$ cat src/rtl/p2s_tx_if.sv
// Handshake and serial-output bundle for p2s_tx.
// The source (master) drives the parallel word; the transmitter (slave) drives the serial link.
interface p2s_tx_if #(
    parameter int unsigned WIDTH = 8
);
    logic [WIDTH-1:0] data_i;
    logic             valid_i;
    logic             ready_o;
    logic             serial_o;
    logic             serial_vld_o;
    logic             last_o;

    modport master (
        output data_i,
        output valid_i,
        input  ready_o,
        input  serial_o,
        input  serial_vld_o,
        input  last_o
    );

    modport slave (
        input  data_i,
        input  valid_i,
        output ready_o,
        output serial_o,
        output serial_vld_o,
        output last_o
    );
endinterface

$ cat src/rtl/p2s_tx.sv
// Parallel-to-serial transmitter, LSB first, with frame-bit qualifier and last-bit flag.
// Define P2S_PARITY_EN to append an even-parity bit after the data bits.
module p2s_tx #(
    parameter int unsigned WIDTH = 8
) (
    input  logic    clk,
    input  logic    reset,
    p2s_tx_if.slave bus
);

`ifdef P2S_PARITY_EN
    localparam int unsigned FrameLen = WIDTH + 1;
`else
    localparam int unsigned FrameLen = WIDTH;
`endif
    localparam int unsigned   CntW    = $clog2(WIDTH + 1);
    localparam logic [CntW-1:0] LastIdx = CntW'(FrameLen - 1);

    typedef enum logic [0:0] {StIdle, StShift} state_e;

    state_e              state_q, state_d;
    logic [CntW-1:0]     cnt_q, cnt_d;
    logic [FrameLen-1:0] sh_q, sh_d;
    logic [FrameLen-1:0] frame;
    logic                serial_q, serial_d;
    logic                vld_q, vld_d;
    logic                last_q, last_d;
    logic                at_last;
    logic                ready;
    logic                accept;

`ifdef P2S_PARITY_EN
    assign frame = {^bus.data_i, bus.data_i};
`else
    assign frame = bus.data_i;
`endif

    // ready depends only on state and counter, never on valid_i
    assign at_last = (state_q == StShift) && (cnt_q == LastIdx);
    assign ready   = (state_q == StIdle) || at_last;
    assign accept  = bus.valid_i && ready;

    always_ff @(posedge clk) begin
        if (reset) begin
            state_q  <= StIdle;
            cnt_q    <= '0;
            sh_q     <= '0;
            serial_q <= 1'b0;
            vld_q    <= 1'b0;
            last_q   <= 1'b0;
        end else begin
            state_q  <= state_d;
            cnt_q    <= cnt_d;
            sh_q     <= sh_d;
            serial_q <= serial_d;
            vld_q    <= vld_d;
            last_q   <= last_d;
        end
    end

    always_comb begin
        state_d = state_q;
        unique case (state_q)
            StIdle:  if (accept) state_d = StShift;
            StShift: if (at_last && !accept) state_d = StIdle;
            default: state_d = StIdle;
        endcase
    end

    // sh_q holds the frame bits still waiting to reach serial_o
    always_comb begin
        cnt_d    = cnt_q;
        sh_d     = sh_q;
        serial_d = 1'b0;
        vld_d    = 1'b0;
        last_d   = 1'b0;
        if (accept) begin
            sh_d     = frame >> 1;
            serial_d = frame[0];
            cnt_d    = '0;
            vld_d    = 1'b1;
            last_d   = (LastIdx == '0);
        end else if ((state_q == StShift) && !at_last) begin
            sh_d     = sh_q >> 1;
            serial_d = sh_q[0];
            cnt_d    = cnt_q + 1'b1;
            vld_d    = 1'b1;
            last_d   = (cnt_d == LastIdx);
        end
    end

    assign bus.ready_o      = ready;
    assign bus.serial_o     = serial_q;
    assign bus.serial_vld_o = vld_q;
    assign bus.last_o       = last_q;

endmodule

$ cat src/flat_wrapper.sv
// flat-port wrapper written by rule: the top's interface ports become plain ports
module p2s_tx_flat 
#(
    parameter int unsigned WIDTH = 8
)
  (clk, reset, bus_data_i, bus_valid_i, bus_ready_o, bus_serial_o, bus_serial_vld_o, bus_last_o);
  p2s_tx_if #(.WIDTH(WIDTH)) bus_i ();
  input  logic clk;
  input  logic reset;
  input wire logic [$bits(bus_i.data_i)-1:0] bus_data_i;
  input wire logic [$bits(bus_i.valid_i)-1:0] bus_valid_i;
  output wire logic [$bits(bus_i.ready_o)-1:0] bus_ready_o;
  output wire logic [$bits(bus_i.serial_o)-1:0] bus_serial_o;
  output wire logic [$bits(bus_i.serial_vld_o)-1:0] bus_serial_vld_o;
  output wire logic [$bits(bus_i.last_o)-1:0] bus_last_o;
  assign bus_i.data_i = bus_data_i;
  assign bus_i.valid_i = bus_valid_i;
  assign bus_ready_o = bus_i.ready_o;
  assign bus_serial_o = bus_i.serial_o;
  assign bus_serial_vld_o = bus_i.serial_vld_o;
  assign bus_last_o = bus_i.last_o;
  p2s_tx #(.WIDTH(WIDTH)) u_core (.clk(clk), .reset(reset), .bus(bus_i));
endmodule
$ cat config.mk
export PLATFORM = sky130hd
export DESIGN_NAME = p2s_tx_flat
export DESIGN_NICKNAME = d
export VERILOG_FILES = /design/src/rtl/p2s_tx_if.sv /design/src/rtl/p2s_tx.sv /design/src/flat_wrapper.sv
export SDC_FILE = /design/constraint.sdc
export NUM_CORES = 1
export LEC_CHECK = 0
export ABC_AREA = 1
export ABC_CLOCK_PERIOD_IN_PS = 1430
export CELL_PAD_IN_SITES_DETAIL_PLACEMENT = 1
export CELL_PAD_IN_SITES_GLOBAL_PLACEMENT = 1
export CORE_MARGIN = 2
export CORE_UTILIZATION = 35
export CTS_CLUSTER_DIAMETER = 80
export DETAILED_ROUTE_END_ITERATION = 10
export HOLD_SLACK_MARGIN = 0.02
export PLACE_DENSITY_LB_ADDON = 0.15
export SYNTH_ARGS = -nofsm -noshare
export SYNTH_HDL_FRONTEND = slang
export SYNTH_SLANG_ARGS = --single-unit
$ cat constraint.sdc
create_clock -name clk -period 1.43 [get_ports clk]
set_input_delay 0.143 -clock clk [delete_from_list [all_inputs] [get_ports clk]]
set_output_delay 0.143 -clock clk [all_outputs]
set_load 0.02 [all_outputs]
; Word-level counts from Yosys, hierarchy flattened
; Cells that the tools add are included.
[word_totals]
reg_bits = 15
latchBits = 0
mem_bits_rw = 0
mem_bits_ro = 0
in_bits = 11
out_inout_bits = 4
mem_count = 0
[op_classes]
add_sub_neg = 1
multipliers = 0
div = 0
order_cmp = 0
eq_ne = 2
n_shift = 0
muxes = 9
bitwise_logic = 2
reduce_logical = 10
[op_table]
columns = operator, count
row1 = two-way mux 7 bit, 2
row2 = equality test 4 x 3 -> 1 bit (second input constant), 2
row3 = two-way mux 1 bit, 6
row4 = adder 4 x 1 -> 4 bit (second input constant), 1
row5 = logical AND 1 bit, 4
row6 = OR reduction 3 bit, 1
row7 = zero test 1 bit, 2
row8 = NOT 1 bit, 2
row9 = case mux 1 bit (2 select lines), 1
row10 = nonzero test 2 bit, 1
row11 = OR reduction 2 bit, 1
row12 = logical OR 1 bit, 1

; Longest topological paths before layout
[depth]
depth_word = 8
ltp_mapped = 9

; Least setup slack after synthesis
; No wires, ideal clock.
[synth_timing]
path_kind = flip-flop to flip-flop
startpoint = reg u_core.cnt_q[1]
endpoint = reg u_core.sh_q[6]
t_arrival_ns = 1.181
required_time_ns = 1.360
setup_slack_ns = 0.179
stages_incl_launch_ff = 6
synth_period_minus_slack_ns = 1.251
path_cell_list = dfxtp_1 ha_1 nand2_2 o21ai_2 nand3_1 a21oi_1
[synth_between]
elab_chain_len = 5
word_cells_on_any_way = 8
classes_between = 1 x eq/ne / 1 x mux / 6 x reduce/logical
[synth_rtl]
columns = element, line
row1 = start: declaration, p2s_tx.sv:22  ; logic [CntW-1:0] cnt_q, cnt_d;
row2 = start signal: assignment, p2s_tx.sv:53  ; cnt_q <= cnt_d;
row3 = equality test 4 x 3 -> 1 bit (*), p2s_tx.sv:39  ; assign at_last = (state_q == StShift) && (cnt_q == LastIdx);
row4 = logical AND 1 bit (*), p2s_tx.sv:39
row5 = logical OR 1 bit (*), p2s_tx.sv:40  ; assign ready = (state_q == StIdle) || at_last;
row6 = named net bus_ready_o, flat_wrapper.sv:12  ; output wire logic [$bits(bus_i.ready_o)-1:0] bus_ready_o;
row7 = logical AND 1 bit (*), p2s_tx.sv:41  ; assign accept = bus.valid_i && ready;
row8 = two-way mux 7 bit / nonzero test 2 bit (equally long branches), n/a
row9 = end signal: assignment, p2s_tx.sv:47  ; sh_q <= '0;
row10 = end signal: assignment, p2s_tx.sv:54  ; sh_q <= sh_d;
row11 = end: declaration, p2s_tx.sv:23  ; logic [FrameLen-1:0] sh_q, sh_d;
; The timed path passes the listed nets; every way through them passes the cells marked *.
; A chain may end at the register's enable or synchronous reset.

; Final worst setup path
[layout_timing]
startpoint = reg u_core.cnt_q[0]
endpoint = out bus_ready_o
[layout_between]
elab_chain_len = 3
[layout_rtl]
columns = element, line
row1 = equality test 4 x 3 -> 1 bit, p2s_tx.sv:39
row2 = logical AND 1 bit, p2s_tx.sv:39
row3 = logical OR 1 bit, p2s_tx.sv:40
row4 = end: declaration, flat_wrapper.sv:12
; Every way passes these cells.

==> summary by stage <==
Synthesis
Sorting the synthesized cells by area gives the leading types as dfxtp_1 (40%), nand4_1 (11%), nand2_1 (7.9%), nand3_1 (6.0%), nand2_2 (5.8%). By count the netlist is led by nand2_1 (16), dfxtp_1 (15), nand4_1 (13). In the synthesized netlist the dominant register cell turns out to be dfxtp_1.

Among all cell types in the netlist, the one instantiated most often is nand2_1. Summed over its instances, the top area cell type makes up 39.7% of the synthesized netlist area. The synthesized netlist contains 19 unique library cells. The cell area after synthesis is 756 um^2.

In the synthesized netlist the async set-or-reset flop fraction comes to 0%. The net count of the mapped netlist is 109. The cell count after synthesis is 96. The number of enable flip-flop cells after synthesis is 0. The number of warnings issued by yosys is 0. Averaged over all synthesized cells, the footprint is 7.87 um^2. The count of state elements after synthesis is 15. The largest area contributor in the netlist is dfxtp_1. The proportion of synthesized chip area in sequential cells is 39.7%.

Global routing
Global routing finished with a remaining overflow of 0. The first global-routing pass estimated 3.22 mm of wire. Entering global routing, the biggest net connects 14 pins.

The number of global-route vias before repair came to 734. The number of antenna violations at the first check in global routing was 0. The global-route usage over all layers is 17.1%.

Worst setup path
The worst reg-to-reg path cell count is 7. The end of the worst register-to-register path is u_core.cnt_q[0]. The nature of the critical path endpoint is an output port. The largest single stage delay on the critical path is 0.36 ns.

The worst reg2reg path startpoint is u_core.cnt_q[0]. For this design, the slowest cell found on the critical path is dfxtp_2. The minimum setup slack among reg-to-reg paths is 0.10 ns. Walking the worst path, the cells encountered are ha_4 > nand2_2 > o21ai_4 > buf_6. The required time at the worst-slack endpoint is 1.29 ns. STA puts the critical path data arrival time at 1.22 ns.

The worst setup path is of the reg -> out kind. The startpoint type of the worst setup path is a flip-flop. The maximum fanout encountered on the critical timing path is 5.

STA
At the pin with the least slew margin, the transition time is 0.247 ns. The share of the clock period used by the worst path is 95.4%. The number of hold violations in the final report is 0. In the final timing run, aggregate negative setup slack is 0 ns.

The minimum clock period is 1.36 ns. Setup repair after global routing left no endpoint under its margin. The relative slew slack is 83.5%. Static timing analysis puts the maximum clock frequency at 733 MHz. The clock skew is 0.0117 ns. The number of pins exceeding their max-slew limit in the final report was 0.

Setup violations remaining at the end of the flow were counted as 0.

Clocking
The root buffer cell chosen for the clock tree is clkbuf_4. TritonCTS built the clock tree. The clock passes through at most 2 buffers. After clock tree synthesis, the clock-pin slew on the worst setup and hold paths is 0.09 ns. The clock insertion delay at the later pin of the skew report is 0.29 ns.

The CTS sink count is 15. The number of levels in the clock H-tree is 1. The number of CTS-inserted buffers is 3.

Die
From left edge to right edge, the die measures 50.5 um. The initial utilization of the core area, before any placement, comes to 37.8%. The floorplan step defined a die boundary enclosing 2550 um^2.

The height of the die is 50.5 um. The number of I/O pins is 15. The floorplan has 16 rows. The placeable core region is 2000 um^2.

Place
The total half-perimeter wirelength after legalization and detailed placement is 1.43 mm. The number of cells after detailed placement is 143. In this run the tool buffered the top-level ports with 14 buffer cells. Routability-driven placement finished with a final weighted congestion of 0.761.

Route
The remaining number of nets flagged by the antenna check after routing is 0. Summed over all layers, the routed wires come to 1.90 mm. The post-detailed-route wirelength per cell is 12.9 um. In this run, the number of DRC markers left after iteration 0 of detailed routing was 8.

The average vias per placed instance is 4.84. The first-pass detailed-route iteration total is 4. The total DRC errors in the routed layout is 0. The final route contains 717 vias.

Final layout
The final standard cell count with taps included and fillers excluded is 148. The repair_antennas step left the layout with diodes totalling 0. The ratio of cells with drive above 1 in the final layout is 29.8%. The area growth from synthesis to layout is 37.7%. In the final design database the tool counted 135 nets.

Worst hold path
In this run the worst hold path is classified as in -> reg. The hold-critical path depth is 3. The worst hold path terminates at u_core.sh_q[6].

The startpoint of the tightest hold check path is bus_data_i[7].

Power and ir drop
The maximum resistive drop on vdd is 0.401 mV. Total power for the finished layout comes to 0.858 mW. In this run the power density over the cells is 824 nW/um^2. The analysis attributes to cell leakage a power of 0.462 nW.

Outcome
The run finished with clean final reports.

Job
Across the run, the number of max-cap violations was 0.
## area by class of cell
type,instances,area [um^2]
well taps,27,33.8
clock buffers,3,22.5
repair buffers,25,228
flip-flops and latches,15,303
inverters,13,48.8
fillers,255,961
clock inverters,1,5.00
multi-input cells,64,400
## power by group
group / leakage, nW / total (mW) / switching, mW / internal, mW
Combinational: 0.320 / 0.155 / 0.0793 / 0.0756
Sequential: 0.124 / 0.452 / 0.0148 / 0.438
Clock: 0.0177 / 0.251 / 0.147 / 0.104
Total: 0.462 / 0.858 / 0.241 / 0.617
## placed cells by master, fill, tap and decap left out
cell type        count
buf_6                2
dfxtp_2              2
buf_4               10
nand2_2              7
dfxtp_1             13
nand2_4              2
inv_2                1
a21oi_1              6
inv_1               11
nor2_1               2
a21oi_2              1
clkinv_2             1
o21ai_2              1
o21ai_4              2
nand3_1              9
ha_4                 1
nand4_1             13
clkinv_1             1
clkbuf_4             3
nand3_2              1
clkdlybuf4s50_1     13
nand2_1             16
nor2_2               2
ha_1                 1
## critical path, delay by kind of cell, from the launching register on
family / cells / cell delay (ns)
AO/OA/AOI/OAI: 1 / 0.22
adder cells (fa/ha/maj): 1 / 0.14
buffers and inverters: 1 / 0.15
flip-flops: 1 / 0.36
AND/OR/NAND/NOR: 1 / 0.07
## cell families (layout without fill, tap and decap cells)
| group | Yosys count | after routing | synth area share [%] |
|---|---|---|---|
| AOI/OAI and AO/OA | 10 | 10 | 8.61 |
| DFF | 15 | 15 | 39.7 |
| buffers and inverters | 17 | 42 | 11.3 |
| adders and majority gates | 2 | 2 | 3.31 |
| and+or+nand+nor | 52 | 52 | 37.1 |
## registers in the layout, summed over array words and instances (netlist names)
register                 cells
u_core.bus.serial_o          1
u_core.sh_q                  7
u_core.state_q               1
u_core.bus.serial_vld_o      1
u_core.cnt_q                 4
u_core.bus.last_o            1
## worst max-delay path by stage
stage	end	from	slack [ns]
after global routing	bus_ready_o	u_core.cnt_q[0]	0.006
after global placement	bus_ready_o	u_core.cnt_q[0]	-0.10
final	bus_ready_o	u_core.cnt_q[0]	0.07
after floorplan	u_core.sh_q[6]	u_core.cnt_q[1]	0.18
after detailed placement	bus_ready_o	u_core.cnt_q[0]	-0.15
after CTS	bus_ready_o	u_core.cnt_q[0]	0.008
## metal layers
metal | part of all wire, % | GRT usage [%] | up-vias | wire [um]
li1 | - | - | 372 | -
met4 | 0.79 | 6.76 | 0 | 15
met2 | 51 | 29.8 | 15 | 978
met1 | 44 | 21.0 | 328 | 845
met5 | 0 | 0 | - | 0
met3 | 3.4 | 2.68 | 2 | 65
## timing repair
action                     CTS  global route
buffers inserted             0             1
setup endpoints to repair    1            13
resized for setup            6             8
hold buffers                 0             0
pin swaps                    0             1
## through the flow
| step | utilization, % | hold WS [ns] | area [um^2] | setup slack [ns] |
|---|---|---|---|---|
| 4_1_cts | 50.0 | 0.400 | 1000 | 0.00780 |
| 5_1_grt | 52.0 | 0.411 | 1040 | 0.00611 |
| 3_5_place_dp | 48.4 | 0.480 | 968 | -0.149 |
| 6_report | 52.0 | 0.411 | 1040 | 0.0663 |
| 2_1_floorplan | - | 0.212 | 756 | 0.179 |
| 3_3_place_gp | 48.4 | 0.483 | 968 | -0.102 |
(Power assumes the default switching activity.)
